===== src/rtl/rr_grant_arbiter_if.sv =====
// Request/grant/revoke bundle between the requester-side FSMs and the round-robin arbiter.
interface rr_grant_arbiter_if #(
    parameter int unsigned N_REQ = 4
);
    localparam int unsigned OWNER_W = $clog2(N_REQ);

    logic               i_en;
    logic [N_REQ-1:0]   i_req;
    logic [N_REQ-1:0]   i_rel;
    logic [N_REQ-1:0]   o_gnt;
    logic [N_REQ-1:0]   o_revoke;
    logic               o_busy;
    logic [OWNER_W-1:0] o_owner;

    // Requester side drives requests/releases and observes grants.
    modport master (
        output i_en, i_req, i_rel,
        input  o_gnt, o_revoke, o_busy, o_owner
    );

    // Arbiter side.
    modport slave (
        input  i_en, i_req, i_rel,
        output o_gnt, o_revoke, o_busy, o_owner
    );
endinterface


===== src/rtl/rr_grant_arbiter.sv =====
// Round-robin arbiter with bounded tenure: one grant at a time, holder is asked
// (never forced) to release via revoke once its tenure expires under contention.
module rr_grant_arbiter #(
    parameter int unsigned N_REQ       = 4,
    parameter int unsigned HOLD_CYCLES = 16
) (
    input  logic                i_ck,
    input  logic                i_arst_n,
    rr_grant_arbiter_if.slave   bus
);
    localparam int unsigned OWNER_W = $clog2(N_REQ);
    localparam int unsigned CNT_W   = $clog2(HOLD_CYCLES + 1);

    typedef enum logic [1:0] {
        ST_IDLE   = 2'd0,
        ST_GRANT  = 2'd1,
        ST_REVOKE = 2'd2,
        ST_GAP    = 2'd3
    } state_e;

    state_e             state_q,   state_d;
    logic [OWNER_W-1:0] owner_q,   owner_d;
    logic [OWNER_W-1:0] ptr_q,     ptr_d;
    logic [CNT_W-1:0]   cnt_q,     cnt_d;
    logic [N_REQ-1:0]   gnt_q,     gnt_d;
    logic [N_REQ-1:0]   revoke_q,  revoke_d;
    logic               busy_q,    busy_d;
    logic [OWNER_W-1:0] owner_o_q, owner_o_d;

    logic [OWNER_W-1:0] sel_c;
    logic               any_req_c;
    logic [N_REQ-1:0]   owner_oh_c;
    logic               release_c;
    logic               others_c;
    logic               limit_c;
    logic [OWNER_W-1:0] next_ptr_c;

    // First requester at or above the pointer, wrapping past N_REQ-1.
    always_comb begin
        int unsigned idx;
        sel_c     = '0;
        any_req_c = 1'b0;
        idx       = 0;
        for (int unsigned i = 0; i < N_REQ; i++) begin
            idx = int'(ptr_q) + i;
            if (idx >= N_REQ) begin
                idx = idx - N_REQ;
            end
            if (!any_req_c && bus.i_req[idx]) begin
                any_req_c = 1'b1;
                sel_c     = OWNER_W'(idx);
            end
        end
    end

    // Holder-relative conditions; dropping the request counts as a release.
    always_comb begin
        owner_oh_c = N_REQ'(1) << owner_q;
        release_c  = bus.i_rel[owner_q] | ~bus.i_req[owner_q];
        others_c   = |(bus.i_req & ~owner_oh_c);
        limit_c    = (cnt_q >= CNT_W'(HOLD_CYCLES - 1));
        next_ptr_c = (owner_q == OWNER_W'(N_REQ - 1)) ? '0 : owner_q + OWNER_W'(1);
    end

    always_comb begin
        state_d   = state_q;
        owner_d   = owner_q;
        ptr_d     = ptr_q;
        cnt_d     = cnt_q;
        gnt_d     = gnt_q;
        revoke_d  = revoke_q;
        busy_d    = busy_q;
        owner_o_d = owner_o_q;

        unique case (state_q)
            ST_IDLE: begin
                if (bus.i_en && any_req_c) begin
                    state_d   = ST_GRANT;
                    owner_d   = sel_c;
                    cnt_d     = '0;
                    gnt_d     = N_REQ'(1) << sel_c;
                    revoke_d  = '0;
                    busy_d    = 1'b1;
                    owner_o_d = sel_c;
                end
            end

            ST_GRANT: begin
                if (release_c) begin
                    state_d   = ST_GAP;
                    ptr_d     = next_ptr_c;
                    cnt_d     = '0;
                    gnt_d     = '0;
                    revoke_d  = '0;
                    busy_d    = 1'b0;
                    owner_o_d = '0;
                end else if (limit_c && others_c) begin
                    state_d  = ST_REVOKE;
                    revoke_d = owner_oh_c;
                end else if (cnt_q != CNT_W'(HOLD_CYCLES)) begin
                    cnt_d = cnt_q + CNT_W'(1);
                end
            end

            // Revoke stands even if the contenders go away; only the holder ends it.
            ST_REVOKE: begin
                if (release_c) begin
                    state_d   = ST_GAP;
                    ptr_d     = next_ptr_c;
                    cnt_d     = '0;
                    gnt_d     = '0;
                    revoke_d  = '0;
                    busy_d    = 1'b0;
                    owner_o_d = '0;
                end
            end

            ST_GAP: begin
                state_d = ST_IDLE;
            end

            default: begin
                state_d   = ST_IDLE;
                cnt_d     = '0;
                gnt_d     = '0;
                revoke_d  = '0;
                busy_d    = 1'b0;
                owner_o_d = '0;
            end
        endcase
    end

    always_ff @(posedge i_ck or negedge i_arst_n) begin
        if (!i_arst_n) begin
            state_q   <= ST_IDLE;
            owner_q   <= '0;
            ptr_q     <= '0;
            cnt_q     <= '0;
            gnt_q     <= '0;
            revoke_q  <= '0;
            busy_q    <= 1'b0;
            owner_o_q <= '0;
        end else begin
            state_q   <= state_d;
            owner_q   <= owner_d;
            ptr_q     <= ptr_d;
            cnt_q     <= cnt_d;
            gnt_q     <= gnt_d;
            revoke_q  <= revoke_d;
            busy_q    <= busy_d;
            owner_o_q <= owner_o_d;
        end
    end

    assign bus.o_gnt    = gnt_q;
    assign bus.o_revoke = revoke_q;
    assign bus.o_busy   = busy_q;
    assign bus.o_owner  = owner_o_q;

    // Output-shape invariants relied on by the downstream client FSMs.
    a_gnt_onehot0 : assert property (@(posedge i_ck) disable iff (!i_arst_n)
        $onehot0(gnt_q));
    a_revoke_match : assert property (@(posedge i_ck) disable iff (!i_arst_n)
        (revoke_q == '0) || (revoke_q == gnt_q));
    a_busy_match : assert property (@(posedge i_ck) disable iff (!i_arst_n)
        busy_q == (|gnt_q));
endmodule


===== src/flat_wrapper.sv =====
// flat-port wrapper written by rule: the top's interface ports become plain ports
module rr_grant_arbiter_flat 
#(
    parameter int unsigned N_REQ       = 4,
    parameter int unsigned HOLD_CYCLES = 16
)
  (i_ck, i_arst_n, bus_i_en, bus_i_req, bus_i_rel, bus_o_gnt, bus_o_revoke, bus_o_busy, bus_o_owner);
  rr_grant_arbiter_if #(.N_REQ(N_REQ)) bus_i ();
  input  logic i_ck;
  input  logic i_arst_n;
  input wire logic [$bits(bus_i.i_en)-1:0] bus_i_en;
  input wire logic [$bits(bus_i.i_req)-1:0] bus_i_req;
  input wire logic [$bits(bus_i.i_rel)-1:0] bus_i_rel;
  output wire logic [$bits(bus_i.o_gnt)-1:0] bus_o_gnt;
  output wire logic [$bits(bus_i.o_revoke)-1:0] bus_o_revoke;
  output wire logic [$bits(bus_i.o_busy)-1:0] bus_o_busy;
  output wire logic [$bits(bus_i.o_owner)-1:0] bus_o_owner;
  assign bus_i.i_en = bus_i_en;
  assign bus_i.i_req = bus_i_req;
  assign bus_i.i_rel = bus_i_rel;
  assign bus_o_gnt = bus_i.o_gnt;
  assign bus_o_revoke = bus_i.o_revoke;
  assign bus_o_busy = bus_i.o_busy;
  assign bus_o_owner = bus_i.o_owner;
  rr_grant_arbiter #(.N_REQ(N_REQ), .HOLD_CYCLES(HOLD_CYCLES)) u_core (.i_ck(i_ck), .i_arst_n(i_arst_n), .bus(bus_i));
endmodule

===== config.mk =====
export PLATFORM = sky130hd
export DESIGN_NAME = rr_grant_arbiter_flat
export DESIGN_NICKNAME = d
export VERILOG_FILES = /design/src/rtl/rr_grant_arbiter_if.sv /design/src/rtl/rr_grant_arbiter.sv /design/src/flat_wrapper.sv
export SDC_FILE = /design/constraint.sdc
export NUM_CORES = 1
export LEC_CHECK = 0
export ABC_CLOCK_PERIOD_IN_PS = 5500
export CAP_MARGIN = 20
export CORE_UTILIZATION = 30
export DETAILED_ROUTE_END_ITERATION = 12
export GPL_TIMING_DRIVEN = 0
export PLACE_DENSITY = 0.58
export SYNTH_ARGS = -nofsm -noshare
export SYNTH_HDL_FRONTEND = slang
export SYNTH_SLANG_ARGS = --single-unit
export TNS_END_PERCENT = 30

===== constraint.sdc =====
create_clock -name i_ck -period 5.5 [get_ports i_ck]
set_input_delay 1.1 -clock i_ck [delete_from_list [all_inputs] [get_ports i_ck]]
set_output_delay 1.1 -clock i_ck [all_outputs]
set_load 0.05 [all_outputs]

=== After elaboration in Yosys (flattened, before gate mapping) ===
Index checks and enable logic that the tools add are counted.

* RAM bits: 0
* ROM bits: 0
* Register bits after elaboration: 22
* Output and inout port bits: 11
* Input port bits: 11
* Word-level logic and storage cells: 112
* Latch bits: 0
* Memories kept: 0

* Bitwise logic cells: 4
* Reduce and logical (&&, ||, !) cells: 19
* Magnitude comparators: 10
* Add/sub/neg operators: 9
* Shift-type cells: 2
* Div/mod/pow operators: 0
* Mux-type cells: 49
* Multiply operators: 0
* Equality and inequality tests: 11

{| class="wikitable"
|+ Operators by type and width
! cell !! count
|-
| 32-bit by 3-bit < comparator with 1-bit output (second input constant) || 4
|-
| 32-bit 2-to-1 mux || 4
|-
| 32-bit by 3-bit greater-or-equal comparator with 1-bit output (second input constant) || 3
|-
| 32-bit by 3-bit subtractor with 32-bit output (second input constant) || 3
|-
| 5-bit 2-to-1 mux || 5
|-
| 2-bit 2-to-1 mux || 11
|-
| 4-bit 2-to-1 mux || 5
|-
| 5-bit case mux with 3 select lines || 1
|-
| 1-bit binary-select mux with 2-bit select || 6
|-
| 1-bit 2-to-1 mux || 12
|-
| 4-bit case mux with 3 select lines || 1
|-
| 2-bit case mux with 4 select lines || 1
|-
| 4-bit case mux with 2 select lines || 1
|-
| 1-bit by 2-bit left shift with 4-bit output (first input constant) || 2
|-
| 2-bit by 2-bit adder with 3-bit output (second input constant) || 2
|-
| 2-bit == test (second input constant) || 3
|-
| 2-bit by 1-bit != test with 1-bit output (second input constant) || 3
|-
| 3-bit by 1-bit != test with 1-bit output (second input constant) || 2
|-
| 3-bit AND reduction || 2
|-
| 5-bit by 1-bit adder with 5-bit output (second input constant) || 1
|-
| 5-bit by 4-bit greater-or-equal comparator with 1-bit output (second input constant) || 1
|-
| 1-bit logical AND || 5
|-
| 5-bit != test (second input constant) || 1
|-
| 5-bit AND reduction || 1
|-
| 21 further kinds || 24
|}

=== Longest topological paths before layout ===
Gate-level depths: netlist of the first run.

* Depth in word-level cells: 17
* Gate-level depth with buffers: 8

=== Worst setup path after synthesis of the first run ===
No wires, ideal clock.

* Kind: in2reg
* From: in bus_i_rel[1]
* To: reg u_core.owner_o_q[1], in the netlist u_core.bus.o_owner[1]
* Arrival: 2.352 ns
* Setup slack: 3.020 ns
* Buffers on the path: 1
* Data required time: 5.372 ns
* Setup time: 0.128 ns
* Stages on the path: 5
* Path through: nor4bb_1 nor4_4 o21ai_1 buf_2 mux2_1

* Word-level cells in the longest chain between the ends: 5

{| class="wikitable"
|+ Ends and longest elaborated chain
! element !! RTL line !! text
|-
| from (decl) || flat_wrapper.sv:13 || <nowiki>input wire logic [$bits(bus_i.i_rel)-1:0] bus_i_rel;</nowiki>
|-
| 1-bit binary-select mux with 2-bit select || rr_grant_arbiter.sv:59 || <nowiki>release_c = bus.i_rel[owner_q] | ~bus.i_req[owner_q];</nowiki>
|-
| 1-bit 2-to-1 mux (implied by the code) || rr_grant_arbiter.sv:59 ||
|-
| 1-bit OR || rr_grant_arbiter.sv:59 ||
|-
| 2-bit by 1-bit != test with 1-bit output (no line) || n/a ||
|-
| 3-bit AND reduction (no line) || n/a ||
|-
| to (signal assigned) || rr_grant_arbiter.sv:151 || <nowiki>owner_o_q <= owner_o_d;</nowiki>
|-
| to (decl) || rr_grant_arbiter.sv:28 || <nowiki>logic [OWNER_W-1:0] owner_o_q, owner_o_d;</nowiki>
|}

Every way passes these cells. The select of a mux whose other input is x is not followed.
A chain may end at the register's enable or synchronous reset.

=== Worst setup path in the final report of the first run ===
* From: in bus_i_req[0]
* To: reg u_core.owner_o_q[1], in the netlist u_core.bus.o_owner[1]

* Word-level cells in the longest chain between the ends: 15

{| class="wikitable"
|+ Ends and longest elaborated chain
! element !! RTL line !! text
|-
| from (decl) || flat_wrapper.sv:12 || <nowiki>input wire logic [$bits(bus_i.i_req)-1:0] bus_i_req;</nowiki>
|-
| 1-bit binary-select mux with 2-bit select || rr_grant_arbiter.sv:49 || <nowiki>if (!any_req_c && bus.i_req[idx]) begin</nowiki>
|-
| 1-bit 2-to-1 mux (implied by the code) || rr_grant_arbiter.sv:49 ||
|-
| 1-bit 2-to-1 mux || rr_grant_arbiter.sv:49 ||
|-
| 1-bit logical NOT || rr_grant_arbiter.sv:49 ||
|-
| 1-bit logical AND || rr_grant_arbiter.sv:49 ||
|-
| 1-bit 2-to-1 mux || rr_grant_arbiter.sv:49 ||
|-
| 1-bit logical NOT || rr_grant_arbiter.sv:49 ||
|-
| 1-bit logical AND || rr_grant_arbiter.sv:49 ||
|-
| 1-bit 2-to-1 mux || rr_grant_arbiter.sv:49 ||
|-
| 1-bit logical NOT || rr_grant_arbiter.sv:49 ||
|-
| 1-bit logical AND || rr_grant_arbiter.sv:49 ||
|-
| 1-bit 2-to-1 mux || rr_grant_arbiter.sv:49 ||
|-
| 1-bit logical AND || rr_grant_arbiter.sv:77 || <nowiki>if (bus.i_en && any_req_c) begin</nowiki>
|-
| 2-bit by 1-bit != test with 1-bit output (no line) || n/a ||
|-
| 3-bit AND reduction (no line) || n/a ||
|}

Parallel ways exist; a longest one is shown, timed or not. The select of a mux whose other input is x is not followed.

==> impl_results.md, run 1 <==
* Top FF cell, synth: dfrtp_1
* Clk buf depth at 2
* Worst EP required at between 5000 and 6000 ps
* Vias per cell at 5.12
* Worst clock skew at around 7 ps
* Initial DRC count at 58
* Worst Path Max Fanout at 10
* Syn_nets at 166
* Net Sw Frac at between 40% and 50%
* Max_cap viols at 0
* Hold Crit Endpoint: u_core.bus.o_busy
* Syn Inst Count at 143
* Vias in the first global route at between 1,000 and 1,500
* Drc violations at 4
* Slew Limit Fails at 0
* Clk slew on worst S/H paths at 80 ps
* First-pass GRT wire length at about 5500 um
* Power, Total at between 0.8 and 0.9 mW
* Share of Yosys cell area claimed by the top area cell type at around two fifths
* Final instance area at 0.00178 sq mm
* Area leader, netlist: dfrtp_1
* Antenna Cells at 0
* Synth Warn # at 0
* Die H at 71.1 um
* Period utilization at 55.7%
* Dpl hpwl at ~2400 um
* Core ar. at around 0.0045 sq mm
* Power Internal at about 0.49 mW
* Sw Pwr at between 0.3 and 0.4 mW
* Register-to-register setup slack at around 3300 ps
* Synth Register Bits at 22
* Starting Density at a little under a third
* Failing checks: DRC
* Final ANT Viol Nets at 0
* CP Class: input pin to flop
* Post-CTS resize count at 0
* CP endpoint kind: flop
* RSZ-0062 raised after global routing: no
* Post-CTS setup buffers at 0
* Maximum VDD drop at ~280 uV
* Fin Setup TNS at 0 ps
* Pwr dens at approximately 500 mW/mm^2
* Fmax at between 0.3 and 0.4 GHz
* DR pass1 iterations at 8
* CP startpoint kind: input pin
* Tightest Hold Check Type: flop to flop
* Ports at 22
* Die area at ~0.0051 sq mm
* Post-Route WL at approximately 3100 um
* CTS Buf Count at 3
* CTS tree: built
* Worst-Skew Late Latency at 270 ps
* Share of synthesized flip-flops with an asynchronous set or reset at 100%
* Post-synth EDFFs at 0
* Reg2Reg Depth at 6
* Power share of the combinational group at between 50% and 60%
* FF-to-FF Start: u_core.owner_q[0]
* Die Wd at 71.1 um
* Synth unique cells at 42
* Slew HR at around 64%
* R2R Path End: u_core.state_q[0]
* Grt total ovfl at 0
* Root buffer cell: clkbuf_8
* Fin nets at 193
* Sequential share of power at between 20 and 30%
* Avg Cell Area, Syn at ~10 sq um
* Clk sink count at 22
* H-tree levels at 1
* Largest net degree at the start of global routing at 23
* Share of cells above drive strength 1 at under 10%
* Slew @ Worst Pin at 531 ps
* Clock power share at 13.4%
* RD Place Congestion at between 0.7 and 0.8
* Netlist Area Pre-Place at approximately 0.0014 sq mm
* Hold Buf Count CTS at 0
* Synth area leaders: dfrtp_1 38%, ha_1 10%, inv_1 4.5%, mux2i_1 4.2%, nand2b_1 3.5%
* Post-synthesis sequential area ratio at 38.5%
* Lkg Pwr at about 0.8 nW
* Hold Crit Depth at 1
* Routed len/inst at 14.2 um
* Initial antenna violation count at 0
* Area after DPL at 0.00171 sq mm
* Post-synth top cells: 22 x dfrtp_1, 17 x inv_1, 12 x ha_1, 12 x nand2_1
* Most common cell in the netlist: dfrtp_1
* Hold path startpoint: u_core.bus.o_busy
* Final setup viols at 0
* # fillers at between 400 and 500
* Area growth, synth to finish at 24.1%
* Via total after detailed routing at approximately 1,100
* CP Data Arrival Time at ~3200 ps
* I/O Buffers at 21
* Min Clock Period, post-route at 3060 ps
* Outcome: complete, but fails checks
* GR Util All Layers at 13.8%
* Row count at 24
* Final Hold Fails at 0
## worst max-delay path, stage by stage
cell	delay (ps)
clkdlybuf4s50_1	640
nor4b_1	500
nor4_4	110
o21ai_1	260
buf_2	260
mux2_1	340
## cells in the final DEF (no fill, tap or decap), types with 4 or more instances in the layout
master	Yosys	layout
dfrtp_1	22	22
nand2_1	12	12
mux2i_1	6	6
clkbuf_8	0	4
a21oi_1	6	6
inv_1	17	17
nand2b_1	8	8
nor2_1	8	8
clkdlybuf4s50_1	0	21
ha_1	12	12
## kinds of logic after synthesis
kind of cell | share of synthesized area (%)
buffers and inverters | 5.59
adder cells (fa/ha/maj) | 10.5
flip-flops | 38.5
AO/OA/AOI/OAI | 21.2
multiplexers | 6.56
AND/OR/NAND/NOR | 17.7
## sequential cells by signal, indices dropped and copies added, names as in the netlist
signal / flops
u_core.bus.o_busy: 1
u_core.bus.o_gnt: 4
u_core.bus.o_owner: 2
u_core.bus.o_revoke: 4
u_core.cnt_q: 5
u_core.owner_q: 2
u_core.ptr_q: 2
u_core.state_q: 2
## power groups by stage
| stage | combinational (mW) | sequential [mW] | clock, mW |
|---|---|---|---|
| finish | 0.503 | 0.260 | 0.118 |
| global route | 0.556 | 0.270 | 0.132 |
| CTS | 0.508 | 0.260 | 0.121 |
| detailed placement | 0.507 | 0.262 | 0 |
| global placement | 0.493 | 0.258 | 0 |
| floorplan | 0.317 | 0.318 | 0 |
## metal layers
metal / part of all wire (%) / track usage [%]
met1: 49 / 18.8
met2: 47 / 22.5
met3: 3.0 / 2.28
met4: 1.2 / 4.22
met5: 0 / 0
## how the worst max path moves through the flow
stage	startpoint	end	slack, ps	depth (start not counted)
after floorplan	bus_i_rel[1]	u_core.bus.o_owner[1]	3020	5
after global placement	bus_i_req[2]	u_core.bus.o_owner[1]	2230	6
after detailed placement	bus_i_req[0]	u_core.bus.o_owner[1]	2150	6
after CTS	bus_i_req[0]	u_core.bus.o_owner[1]	2440	6
after global routing	bus_i_req[3]	u_core.bus.o_revoke[3]	2260	6
final	bus_i_req[0]	u_core.bus.o_owner[1]	2440	6
## area by class of cell
type                            count  area [sq um]  area share (%)
Multi-Input combinational cell    102           801            45.1
Sequential cell                    22           551            31.0
Inverter                           17          63.8            3.59
Clock buffer                        4          55.1            3.10
Tap cell                           52          65.1            3.66
Buffer                              2          16.3           0.915
Timing Repair Buffer               22           225            12.7
## per-stage QoR
stage / worst slack, ps / util, % / hold slack (ps) / instances
2_1_floorplan: 3020 / - / 510 / 143
3_3_place_gp: 2230 / 38.1 / 464 / 216
3_5_place_dp: 2150 / 38.1 / 478 / 216
4_1_cts: 2440 / 39.4 / 503 / 220
5_1_grt: 2260 / 39.7 / 514 / 221
6_report: 2440 / 39.7 / 495 / 221
No activity file was read; power rests on OpenSTA's default activity.
==> run 2, diff against run 1 <==
--- a/config.mk
+++ b/config.mk
@@ -5,7 +5,7 @@
 export SDC_FILE = /design/constraint.sdc
 export NUM_CORES = 1
 export LEC_CHECK = 0
-export ABC_CLOCK_PERIOD_IN_PS = 5500
+export ABC_CLOCK_PERIOD_IN_PS = 3170
 export CAP_MARGIN = 20
 export CORE_UTILIZATION = 30
 export DETAILED_ROUTE_END_ITERATION = 12
==> constraint.sdc (replaced) <==
create_clock -name i_ck -period 3.17 [get_ports i_ck]
set_input_delay 0.634 -clock i_ck [delete_from_list [all_inputs] [get_ports i_ck]]
set_output_delay 0.634 -clock i_ck [all_outputs]
set_load 0.05 [all_outputs]
==> results of run 2 <==
The final DEF is identical to that of run 1. Status: complete, but fails checks: DRC.
Main changes from that run: setup slack after placement 2150 ps -> 290 ps; setup slack after layout 2440 ps -> 574 ps; register-to-register setup slack 3290 ps -> 960 ps; total power 0.881 mW -> 1.53 mW; worst IR drop on VDD 276 uV -> 479 uV
==> run 3, diff against run 2 <==
--- a/config.mk
+++ b/config.mk
@@ -5,7 +5,7 @@
 export SDC_FILE = /design/constraint.sdc
 export NUM_CORES = 1
 export LEC_CHECK = 0
-export ABC_CLOCK_PERIOD_IN_PS = 3170
+export ABC_CLOCK_PERIOD_IN_PS = 2450
 export CAP_MARGIN = 20
 export CORE_UTILIZATION = 30
 export DETAILED_ROUTE_END_ITERATION = 12
==> constraint.sdc (replaced) <==
create_clock -name i_ck -period 2.45 [get_ports i_ck]
set_input_delay 0.49 -clock i_ck [delete_from_list [all_inputs] [get_ports i_ck]]
set_output_delay 0.49 -clock i_ck [all_outputs]
set_load 0.05 [all_outputs]
==> run 3 against run 2 <==
The run still ends with DRC left. Die area unchanged. Largest power group unchanged. Critical path depth is the same. Largest cell class unchanged. First-iteration DRC count is 10% lower. Cell area is 1.5% higher. Sequential power is 30% higher. Via count did not move. Utilization grew 0.62 points. Clock power rose by 29%. Hold slack hardly changed. Final cell count increased by 0.45%. Wire length about the same.
==> impl_results.md, run 3 (same netlist as run 1, synthesis figures left out) <==
* Outcome: complete, but fails checks
* Failing checks: DRC
* Dpl hpwl at roughly 2400 um
* Slew @ Worst Pin at about 500 ps
* CP Class: input pin to flop
* Hold Crit Endpoint: u_core.bus.o_busy
* Grt total ovfl at 0
* Starting Density at 32.0%
* Die Wd at roughly 71 um
* Clock power share at a little over an eighth
* M3 GR Usage at 2.28%
* Worst Path Max Fanout at 10
* Pwr dens at 1110 mW/mm^2
* Commonest non-fill, non-tap cell in the layout: dfrtp_1
* Min Clock Period, post-route at 2370 ps
* CP endpoint kind: flop
* Maximum VDD drop at between 600 and 700 uV
* Final ANT Viol Nets at 0
* Slew HR at roughly two thirds
* Hold Worst Slack at 495 ps
* Area growth, synth to finish at 26.0%
* # fillers at about 430
* Net Sw Frac at about 44%
* Clk slew on worst S/H paths at approximately 80 ps
* Slew Limit Fails at 0
* DR pass1 iterations at 8
* Register-to-register setup slack at roughly 210 ps
* Routed len/inst at 14.1 um
* Vias in the first global route at ~1,100
* Row count at 24
* Post-Route WL at 3140 um
* First-pass GRT wire length at 5460 um
* Hold Buf Count CTS at 0
* RSZ-0062 raised after global routing: no
* Share of cells above drive strength 1 at 10.6%
* CP startpoint kind: input pin
* Die area at roughly 0.0051 sq mm
* Antenna Cells at 0
* Core ar. at ~0.0045 sq mm
* Reg2Reg Depth at 6
* Final Hold Fails at 0
* Vias per cell at just over 5
* Via total after detailed routing at roughly 1,100
* Ports at 22
* Hold path startpoint: u_core.bus.o_busy
* Die H at 71.1 um
* CTS tree: built
* Max reg flops at 5
* Drc violations at 4
* Power Internal at approximately 1.1 mW
* Commonest cells after routing, fill and taps aside: 22 x dfrtp_1, 21 x clkdlybuf4s50_1, 17 x inv_1
* Max_cap viols at 0
* Met1 Use GR at 18.8%
* Clk buf depth at 2
* Worst EP required at ~2600 ps
* Power share of the combinational group at a little under three fifths
* Sequential share of power at 29.4%
* H-tree levels at 1
* Worst clock skew at 7.61 ps
* FF-to-FF Start: u_core.owner_q[0]
* Clk sink count at 22
* Period utilization at 96.7%
* Fmax at 0.422 GHz
* Worst-Skew Late Latency at roughly 270 ps
* Power, Total at about 2 mW
* CP Data Arrival Time at ~2500 ps
* RD Place Congestion at 0.787
* Largest reg by FF count: u_core.cnt_q
* Root buffer cell: clkbuf_8
* Initial DRC count at 52
* Hold Crit Depth at 1
* Final setup viols at 0
* Largest net degree at the start of global routing at 23
* Initial antenna violation count at 0
* CTS Buf Count at 3
* Sw Pwr at 0.889 mW
* Tightest Hold Check Type: flop to flop
* Lkg Pwr at 0.806 nW
* Fin nets at 194
* R2R Path End: u_core.state_q[0]
* Grt peak-use layer: met2
* I/O Buffers at 21
* M2 GR Usage at between 20% and 30%
* GR Util All Layers at between 10% and 20%
-- run 3: critical path: stages --
cell and delay (ps):
clkdlybuf4s50_1 630, nor4bb_2 440, nor4_4 110, o21ai_1 250, buf_2 260, mux2_1 340
-- run 3: how the worst max path moves through the flow --
stage / from / end / slack, ps
5_1_grt: u_core.owner_q[0] / u_core.state_q[0] / 6
4_1_cts: bus_i_req[0] / u_core.bus.o_owner[1] / 4
3_3_place_gp: bus_i_req[2] / u_core.bus.o_owner[1] / -210
2_1_floorplan: bus_i_rel[1] / u_core.bus.o_owner[1] / 580
6_report: bus_i_req[2] / u_core.bus.o_owner[1] / 80
3_5_place_dp: bus_i_req[0] / u_core.bus.o_owner[1] / -290
-- run 3: layout make-up --
class / instances / area [sq um] / share of cell area (%)
multi-input combinational: 102 / 821 / 45.5
tap: 52 / 65.1 / 3.61
clock buffer: 4 / 55.1 / 3.05
inverter: 17 / 63.8 / 3.54
timing repair buffer: 23 / 233 / 12.9
sequential: 22 / 551 / 30.5
buffer: 2 / 16.3 / 0.902
-- run 3: per-stage QoR --
stage	TNS, ps	worst slack (ps)	area (sq um)	util [%]	std cells
after CTS	0	4.45	1760	39.4	220
after detailed placement	-2550	-286	1710	38.1	216
after global routing	0	5.80	1800	40.3	222
after floorplan	0	580	1430	-	143
after global placement	-1630	-210	1710	38.1	216
final	0	80.1	1800	40.3	222
-- run 3: power groups by stage --
stage | combinational, mW | sequential, mW | clock [mW]
3_5_place_dp | 1.14 | 0.589 | 0
3_3_place_gp | 1.11 | 0.578 | 0
6_report | 1.15 | 0.589 | 0.264
2_1_floorplan | 0.711 | 0.714 | 0
5_1_grt | 1.27 | 0.612 | 0.295
4_1_cts | 1.14 | 0.584 | 0.272
-- run 3: per-layer routing --
layer | share of wire (%) | wire [um]
met1 | 48 | 1520
met3 | 3.1 | 98
met4 | 1.2 | 38
met5 | 0 | 0
met2 | 47 | 1480
-- run 3: what timing repair did --
action,4_1_cts,5_1_grt
endpoints found under the setup margin,0,11
resized for setup,0,4
setup buffers,0,1
